File: config.mk
export PLATFORM = sky130hd
export DESIGN_NAME = hw_input_stencil_write_ctrl_flat
export DESIGN_NICKNAME = d
export VERILOG_FILES = /design/src/rtl/hw_input_stencil_write_ctrl_if.sv /design/src/rtl/hw_input_stencil_write_ctrl.sv /design/src/flat_wrapper.sv
export SDC_FILE = /design/constraint.sdc
export NUM_CORES = 1
export LEC_CHECK = 0
export CORE_ASPECT_RATIO = 0.6
export CORE_UTILIZATION = 54
export CTS_BUF_LIST = sky130_fd_sc_hd__clkbuf_2 sky130_fd_sc_hd__clkbuf_4 sky130_fd_sc_hd__clkbuf_8
export CTS_CLUSTER_SIZE = 10
export DETAILED_ROUTE_END_ITERATION = 8
export PLACE_DENSITY = 0.8
export SKIP_CTS_REPAIR_TIMING = 1
export SLEW_MARGIN = 10
export SYNTH_ARGS = -nofsm -noshare
export SYNTH_HDL_FRONTEND = slang
export SYNTH_SLANG_ARGS = --single-unit
File: constraint.sdc
create_clock -name clk -period 3 [get_ports clk]
set_clock_uncertainty 0.05 [all_clocks]
set_input_delay 0.6 -clock clk [delete_from_list [all_inputs] [get_ports clk]]
set_output_delay 0.6 -clock clk [all_outputs]
set_load 0.01 [all_outputs]
File: src/rtl/hw_input_stencil_write_ctrl_if.sv
// Pixel stream in, stencil-buffer write port out, for hw_input_stencil_write_ctrl.
// slave = the controller side, master = the producer/consumer side.
interface hw_input_stencil_write_ctrl_if;
    logic             in_valid;
    logic [15:0]      in_data;
    logic             in_ready;
    logic             op_hcompute_hw_input_stencil_write_wen;
    logic [3:0][15:0] op_hcompute_hw_input_stencil_write_ctrl_vars;
    logic [15:0]      op_hcompute_hw_input_stencil_write;

    modport slave (
        input  in_valid, in_data,
        output in_ready,
        output op_hcompute_hw_input_stencil_write_wen,
        output op_hcompute_hw_input_stencil_write_ctrl_vars,
        output op_hcompute_hw_input_stencil_write
    );

    modport master (
        output in_valid, in_data,
        input  in_ready,
        input  op_hcompute_hw_input_stencil_write_wen,
        input  op_hcompute_hw_input_stencil_write_ctrl_vars,
        input  op_hcompute_hw_input_stencil_write
    );
endinterface

File: src/rtl/hw_input_stencil_write_ctrl.sv
// Streams one C x Y x X frame of pixels into the input stencil buffer, x fastest.
// Define HW_INPUT_STENCIL_WRITE_CTRL_STALL_CNT_EN to add the stall_cycles counter output.
module hw_input_stencil_write_ctrl #(
    parameter int X_EXTENT = 64,
    parameter int Y_EXTENT = 64,
    parameter int C_EXTENT = 4
) (
    input  logic                          clk,
    input  logic                          rst_n,
    input  logic                          flush,
    input  logic                          start,
    hw_input_stencil_write_ctrl_if.slave  px,
    output logic                          busy,
    output logic                          done
`ifdef HW_INPUT_STENCIL_WRITE_CTRL_STALL_CNT_EN
    ,
    output logic [31:0]                   stall_cycles
`endif
);

    typedef enum logic [1:0] {IDLE, RUN, LAST} state_e;

    localparam logic [15:0] X_LAST = 16'(X_EXTENT - 1);
    localparam logic [15:0] Y_LAST = 16'(Y_EXTENT - 1);
    localparam logic [15:0] C_LAST = 16'(C_EXTENT - 1);

    state_e           state_q, state_d;
    logic [15:0]      x_q, x_d, y_q, y_d, c_q, c_d;
    logic             wen_q, wen_d, done_q, done_d;
    logic [15:0]      data_q, data_d;
    logic [3:0][15:0] ctrl_q, ctrl_d;
    logic             in_ready_w, hs;
`ifdef HW_INPUT_STENCIL_WRITE_CTRL_STALL_CNT_EN
    logic [31:0]      stall_q, stall_d;
`endif

    assign in_ready_w = (state_q == RUN) & ~flush;
    assign hs         = px.in_valid & in_ready_w;

    always_comb begin
        // NOTE: every *_d gets a default up front so no path leaves it unassigned (no latches).
        state_d = state_q;
        x_d     = x_q;
        y_d     = y_q;
        c_d     = c_q;
        wen_d   = 1'b0;
        done_d  = 1'b0;
        data_d  = data_q;
        ctrl_d  = ctrl_q;
`ifdef HW_INPUT_STENCIL_WRITE_CTRL_STALL_CNT_EN
        stall_d = stall_q;
`endif
        if (flush) begin
            state_d = IDLE;
            x_d     = '0;
            y_d     = '0;
            c_d     = '0;
`ifdef HW_INPUT_STENCIL_WRITE_CTRL_STALL_CNT_EN
            stall_d = '0;
`endif
        end else begin
            case (state_q)
                IDLE: begin
                    x_d = '0;
                    y_d = '0;
                    c_d = '0;
                    if (start) begin
                        state_d = RUN;
`ifdef HW_INPUT_STENCIL_WRITE_CTRL_STALL_CNT_EN
                        stall_d = '0;
`endif
                    end
                end
                RUN: begin
                    if (hs) begin
                        wen_d  = 1'b1;
                        data_d = px.in_data;
                        ctrl_d = {x_q, y_q, c_q, 16'd0};
                        // Odometer: each wrap carries into the next-outer index.
                        if (x_q == X_LAST) begin
                            x_d = '0;
                            if (y_q == Y_LAST) begin
                                y_d = '0;
                                if (c_q == C_LAST) begin
                                    c_d     = '0;
                                    state_d = LAST;
                                    done_d  = 1'b1;
                                end else begin
                                    c_d = c_q + 16'd1;
                                end
                            end else begin
                                y_d = y_q + 16'd1;
                            end
                        end else begin
                            x_d = x_q + 16'd1;
                        end
                    end
`ifdef HW_INPUT_STENCIL_WRITE_CTRL_STALL_CNT_EN
                    if (!px.in_valid && stall_q != 32'hFFFF_FFFF) begin
                        stall_d = stall_q + 32'd1;
                    end
`endif
                end
                LAST:    state_d = IDLE;
                default: state_d = IDLE;
            endcase
        end
    end

    // NOTE: state registers use non-blocking assignments only, so all flops update together.
    always_ff @(posedge clk or negedge rst_n) begin
        if (!rst_n) begin
            state_q <= IDLE;
            x_q     <= '0;
            y_q     <= '0;
            c_q     <= '0;
            wen_q   <= 1'b0;
            done_q  <= 1'b0;
            data_q  <= '0;
            ctrl_q  <= '0;
`ifdef HW_INPUT_STENCIL_WRITE_CTRL_STALL_CNT_EN
            stall_q <= '0;
`endif
        end else begin
            state_q <= state_d;
            x_q     <= x_d;
            y_q     <= y_d;
            c_q     <= c_d;
            wen_q   <= wen_d;
            done_q  <= done_d;
            data_q  <= data_d;
            ctrl_q  <= ctrl_d;
`ifdef HW_INPUT_STENCIL_WRITE_CTRL_STALL_CNT_EN
            stall_q <= stall_d;
`endif
        end
    end

    assign px.in_ready = in_ready_w;
    assign px.op_hcompute_hw_input_stencil_write_wen       = wen_q;
    assign px.op_hcompute_hw_input_stencil_write           = data_q;
    assign px.op_hcompute_hw_input_stencil_write_ctrl_vars = ctrl_q;
    assign busy = (state_q == RUN);
    assign done = done_q;
`ifdef HW_INPUT_STENCIL_WRITE_CTRL_STALL_CNT_EN
    assign stall_cycles = stall_q;
`endif

endmodule

File: src/flat_wrapper.sv
// flat-port wrapper written by rule: the top's interface ports become plain ports
module hw_input_stencil_write_ctrl_flat 
#(
    parameter int X_EXTENT = 64,
    parameter int Y_EXTENT = 64,
    parameter int C_EXTENT = 4
)
  (clk, rst_n, flush, start, busy, done, px_in_valid, px_in_data, px_in_ready, px_op_hcompute_hw_input_stencil_write_wen, px_op_hcompute_hw_input_stencil_write_ctrl_vars, px_op_hcompute_hw_input_stencil_write);
  hw_input_stencil_write_ctrl_if px_i ();
  input  logic clk;
  input  logic rst_n;
  input  logic flush;
  input  logic start;
  output logic busy;
  output logic done;
  input wire logic [$bits(px_i.in_valid)-1:0] px_in_valid;
  input wire logic [$bits(px_i.in_data)-1:0] px_in_data;
  output wire logic [$bits(px_i.in_ready)-1:0] px_in_ready;
  output wire logic [$bits(px_i.op_hcompute_hw_input_stencil_write_wen)-1:0] px_op_hcompute_hw_input_stencil_write_wen;
  output wire logic [$bits(px_i.op_hcompute_hw_input_stencil_write_ctrl_vars)-1:0] px_op_hcompute_hw_input_stencil_write_ctrl_vars;
  output wire logic [$bits(px_i.op_hcompute_hw_input_stencil_write)-1:0] px_op_hcompute_hw_input_stencil_write;
  assign px_i.in_valid = px_in_valid;
  assign px_i.in_data = px_in_data;
  assign px_in_ready = px_i.in_ready;
  assign px_op_hcompute_hw_input_stencil_write_wen = px_i.op_hcompute_hw_input_stencil_write_wen;
  assign px_op_hcompute_hw_input_stencil_write_ctrl_vars = px_i.op_hcompute_hw_input_stencil_write_ctrl_vars;
  assign px_op_hcompute_hw_input_stencil_write = px_i.op_hcompute_hw_input_stencil_write;
  hw_input_stencil_write_ctrl #(.X_EXTENT(X_EXTENT), .Y_EXTENT(Y_EXTENT), .C_EXTENT(C_EXTENT)) u_core (.clk(clk), .rst_n(rst_n), .flush(flush), .start(start), .px(px_i), .busy(busy), .done(done));
endmodule
* Word-level counts from Yosys, hierarchy flattened
Cells that the tools add are included.
Word-level totals: register bits 116, input port bits 21, output and inout bits 84, logic and storage cells 63
Operators by class: add/sub/neg operators 3, reduce and logical (&&, ||, !) cells 7, equal/unequal tests 9, mux-type cells 31, bitwise gates (word level) 3
Operator list (count):
- two-way mux 16 bit | 12
- one-hot mux 16 bit (2 select lines) | 3
- adder 16 x 1 -> 16 bit (second input constant) | 3
- equality test 16 x 6 -> 1 bit (second input constant) | 2
- equality test 16 x 2 -> 1 bit (second input constant) | 1
- two-way mux 2 bit | 6
- != test 3 x 2 -> 1 bit (second input constant) | 4
- two-way mux 1 bit | 9
- AND reduction 3 bit | 2
- AND reduction 5 bit | 1
- one-hot mux 2 bit (2 select lines) | 1
- AND reduction 4 bit | 1
- != test 3 bit (second input constant) | 1
- nonzero test 3 bit | 1
- bitwise AND 1 bit | 2
- equality test 2 x 1 -> 1 bit (second input constant) | 1
- logical NOT 2 bit | 1
- AND reduction 2 bit | 1
- inverter 1 bit | 1

* Logic depth before layout (Yosys ltp)
depth in word-level cells 7, mapped depth 8, depth with buffers taken out 7

* Worst setup path before layout
No wires, ideal clock.
path type input port to flip-flop, from input port flush, to register u_core.data_q[0] (netlist: u_core.px.op_hcompute_hw_input_stencil_write[0]), arrival 2.087 ns, data required time 2.825 ns, stages on the path 7, library setup time 0.125 ns, path buffers 2, setup slack 0.738 ns, cells stage by stage nor2_1 nand2_1 clkinv_1 and2_1 clkbuf_1 buf_2 mux2_2
On the way: word-level cells in the longest chain between the ends 4
RTL lines:
- start, declared | line flat_wrapper.sv:12 | input logic flush;
- inverter 1 bit (no source line)
- bitwise AND 1 bit | line hw_input_stencil_write_ctrl.sv:37 | assign in_ready_w = (state_q == RUN) & ~flush;
- via px_in_ready | line flat_wrapper.sv:18 | output wire logic [$bits(px_i.in_ready)-1:0] px_in_ready;
- bitwise AND 1 bit | line hw_input_stencil_write_ctrl.sv:38 | assign hs = px.in_valid & in_ready_w;
- AND reduction 3 bit (no source line)
- end signal, assigned | line hw_input_stencil_write_ctrl.sv:131 | data_q <= data_d;
- end, declared | line hw_input_stencil_write_ctrl.sv:30 | logic [15:0] data_q, data_d;
The timed path passes the listed nets, and every way through them passes these cells. A chain may end at the register's enable or synchronous reset.

* Final worst setup path
from input port flush, to output port px_in_ready
On the way: word-level cells in the longest chain between the ends 2
RTL lines (line):
- inverter 1 bit (no source line)
- bitwise AND 1 bit | hw_input_stencil_write_ctrl.sv:37
- end, declared | flat_wrapper.sv:18
No other way between the ends.

==> metrics.md <==
| Metric | Value |
|---|---|
| GP Congestion | 0.899 |
| Placed inst area | 0.00642 mm² |
| Met1 usage | 36.4% |
| Placeable Area | 0.00943 mm² |
| Syn Inst Count | 481 |
| # IOs | 105 |
| YS warnings | 0 |
| Largest net degree at the start of global routing | 54 |
| Highest Clock Rate | 0.377 GHz |
| CTS tree | yes |
| Setup violators final | 0 |
| Initial drt markers | 320 |
| Commonest non-fill, non-tap cell in the layout | dfrtp_1 |
| Status | completed |
| Post-route DRC | 0 |
| Worst hold slack | 0.0894 ns |
| Total gr overflow | 0 |
| Met3 usage | 8.95% |
| Die Wd | 131 µm |
| Clk sink count | 116 |
| Crit Path Category | input pin to primary output |
| CP max stage cell | clkdlybuf4s50_1 |
| RSZ-0062 raised after global routing | false |
| CTS max path bufs | 2 |
| Required time of the critical path | 2.35 ns |
| DRT Pass-1 Iters | 5 |
| Worst slew margin | 59.8% |
| Grt met2 use | 36.9% |
| Mapped Area | 0.00541 mm² |
| CP top delay family | buffers and inverters |
| Most frequent CP cell | clkdlybuf4s50_1 |
| # Max-Cap Violations | 0 |
| Die ar. | 0.0104 mm² |
| Slew Viols, Final | 0 |
| Worst-skew pair later-pin latency | 0.43 ns |
| Die Y | 79.5 µm |
| Seq/Total Area, Yosys | 53.7% |
| Critical Path AT | 2.00 ns |
| Final period util | 88.3% |
| Dpl hpwl | 8560 µm |
| Endpoints failing hold | 0 |
| Startpoint types | input pin |
| P&R area growth vs syn | 26.8% |
| CP max FO | 7 |
| Cells on worst reg2reg path | 6 |
| First-pass GRT wire length | 20,900 µm |
| Clk slew on worst S/H paths | 0.08 ns |
| Max IR drop VDD | 732 µV |
| H-Tree Depth | 4 |
| Antenna Nets Post-Route | 0 |
| FF+latch count, synth | 116 |
| Design Area, Final | 0.00686 mm² |
| Root Driver | clkbuf_8 |
| CP Buf/Inv Count | 3 |
| Initial antenna violation count | 0 |
| Element type at the critical path end | primary output |
| Pwr per Cell Area | 658 mW/mm² |
| Avg WL per Cell | 17.7 µm |
| Share of cells above drive strength 1 | 20.4% |
| Overall global routing resource usage | 25.9% |
| Top Usage Layer GRT | met2 |
| # diodes | 0 |
| CP Cell Sequence | clkdlybuf4s50_1, nor2_1, nand2_1, clkinv_1, clkdlybuf4s50_1 |
| Syn Area/Cell | 11.2 µm² |
| Ys flop type | dfrtp_1 |
| HP Class | input pin to asynchronous set/reset pin |
| CTS Buf Count | 17 |
| Pleak | 2.97 nW |
| Final wirelength | 12,700 µm |
| Crit-path max cell delay | 0.55 ns |
| Port Buf Inserts | 88 |
| Cell variety after synth | 43 |
| Worst Tran Pin Value | 0.599 ns |
| Post-layout min period | 2.65 ns |
| Starting Density | 57.4% |
| Vias per inst | 5.89 |
| FILL cells | 632 |
| FP Rows | 27 |
| EDFF count, synth | 0 |
| Critical Path Stages | 5 |
| Total number of vias | 4,220 |
| TNS Setup | 0 ns |
| Vias in the first global route | 4,092 |
| Post-layout net count | 598 |
| FFs w/ async S/R, synth | 100% |
| Commonest non-fill, non-tap cells in the layout | dfrtp_1 (116), clkdlybuf4s50_1 (87), mux2_2 (65), o21ai_0 (34), nand2_1 (31) |
-- worst paths after layout --
check | startpoint | endpoint | slack (ns)
max in group asynchronous | rst_n | u_core.c_q[5]$_DFFE_PN0P_ | 2.10
min in group clk | u_core.y_q[15]$_DFFE_PN0P_ | u_core.y_q[15]$_DFFE_PN0P_ | 0.45
min reg2reg | u_core.y_q[15]$_DFFE_PN0P_ | u_core.y_q[15]$_DFFE_PN0P_ | 0.45
max | flush | px_in_ready | 0.35
max reg2reg | u_core.x_q[1]$_DFFE_PN0P_ | u_core.c_q[14]$_DFFE_PN0P_ | 0.48
min | rst_n | u_core.y_q[7]$_DFFE_PN0P_ | 0.09
-- layer usage --
layer / vias up / wire length (µm)
li1: 1944 / -
met1: 2043 / 5910
met2: 216 / 5430
met3: 17 / 1170
met4: 0 / 153
met5: - / 0
-- layout make-up --
class                      count  area [µm²]  share of cell area (%)
clock inverter                13         183                    2.66
clock buffer                  19         255                    3.72
tap                          130         163                    2.37
timing repair buffer         103        1030                    15.0
inverter                       6        22.5                   0.329
sequential                   116        2900                    42.3
multi-input combinational    330        2300                    33.6
-- synth_stat cells (5+ instances only) --
library cell,count,area [µm²]
o21ai_0,34,170
nor3_1,17,85.1
a21oi_1,10,50.1
nand3_1,21,105
and3_1,7,43.8
inv_1,5,18.8
buf_4,16,120
mux2_2,65,732
dfrtp_1,116,2900
nor2_1,19,71.3
nand2_1,31,116
clkbuf_1,23,86.3
nor4_1,11,68.8
xnor2_1,9,78.8
and4_1,5,43.8
or3_1,6,37.5
o31ai_1,27,203
nand4_1,7,43.8
-- worst reg2reg max path, cell delays in order, from the launching register on --
cell and delay [ns]:
dfrtp_1 0.40, ha_1 0.26, nor4bb_1 0.36, nand4_1 0.22
a21oi_2 0.42, nand3b_4 0.25, o41ai_1 0.42
-- cell families after synthesis --
kind of cell             after synthesis  share of synthesized area, %
XOR/XNOR                               9                          1.46
other                                  1                        0.0694
flip-flops                           116                          53.7
AND/OR/NAND/NOR                      145                          14.8
buffers and inverters                 50                          4.81
multiplexers                          68                          14.1
adder cells (fa/ha/maj)                3                         0.694
AO/OA/AOI/OAI                         89                          10.4
-- state kept, by name, indices dropped and copies added (netlist names) --
name	count
u_core.done	1
u_core.c_q	16
u_core.state_q	2
u_core.px.op_hcompute_hw_input_stencil_write_ctrl_vars	48
u_core.px.op_hcompute_hw_input_stencil_write	16
u_core.px.op_hcompute_hw_input_stencil_write_wen	1
u_core.x_q	16
u_core.y_q	16
-- where the power goes --
part	internal [mW]	leakage (nW)	switching [mW]
Combinational	0.538	1.17	0.556
Sequential	1.72	1.58	0.113
Clock	0.933	0.211	0.643
-- through the flow --
| step | utilization [%] | std cells | total power [mW] | setup slack, ns |
|---|---|---|---|---|
| detailed placement | 68.1 | 685 | 2.94 | 0.319 |
| floorplan | - | 496 | 2.43 | 0.738 |
| global route | 72.7 | 717 | 4.72 | 0.248 |
| finish | 72.7 | 717 | 4.51 | 0.350 |
| CTS | 72.7 | 717 | 4.53 | 0.348 |
| global placement | 68.1 | 685 | 2.91 | 0.385 |
No activity file was read; power rests on OpenSTA's default activity.
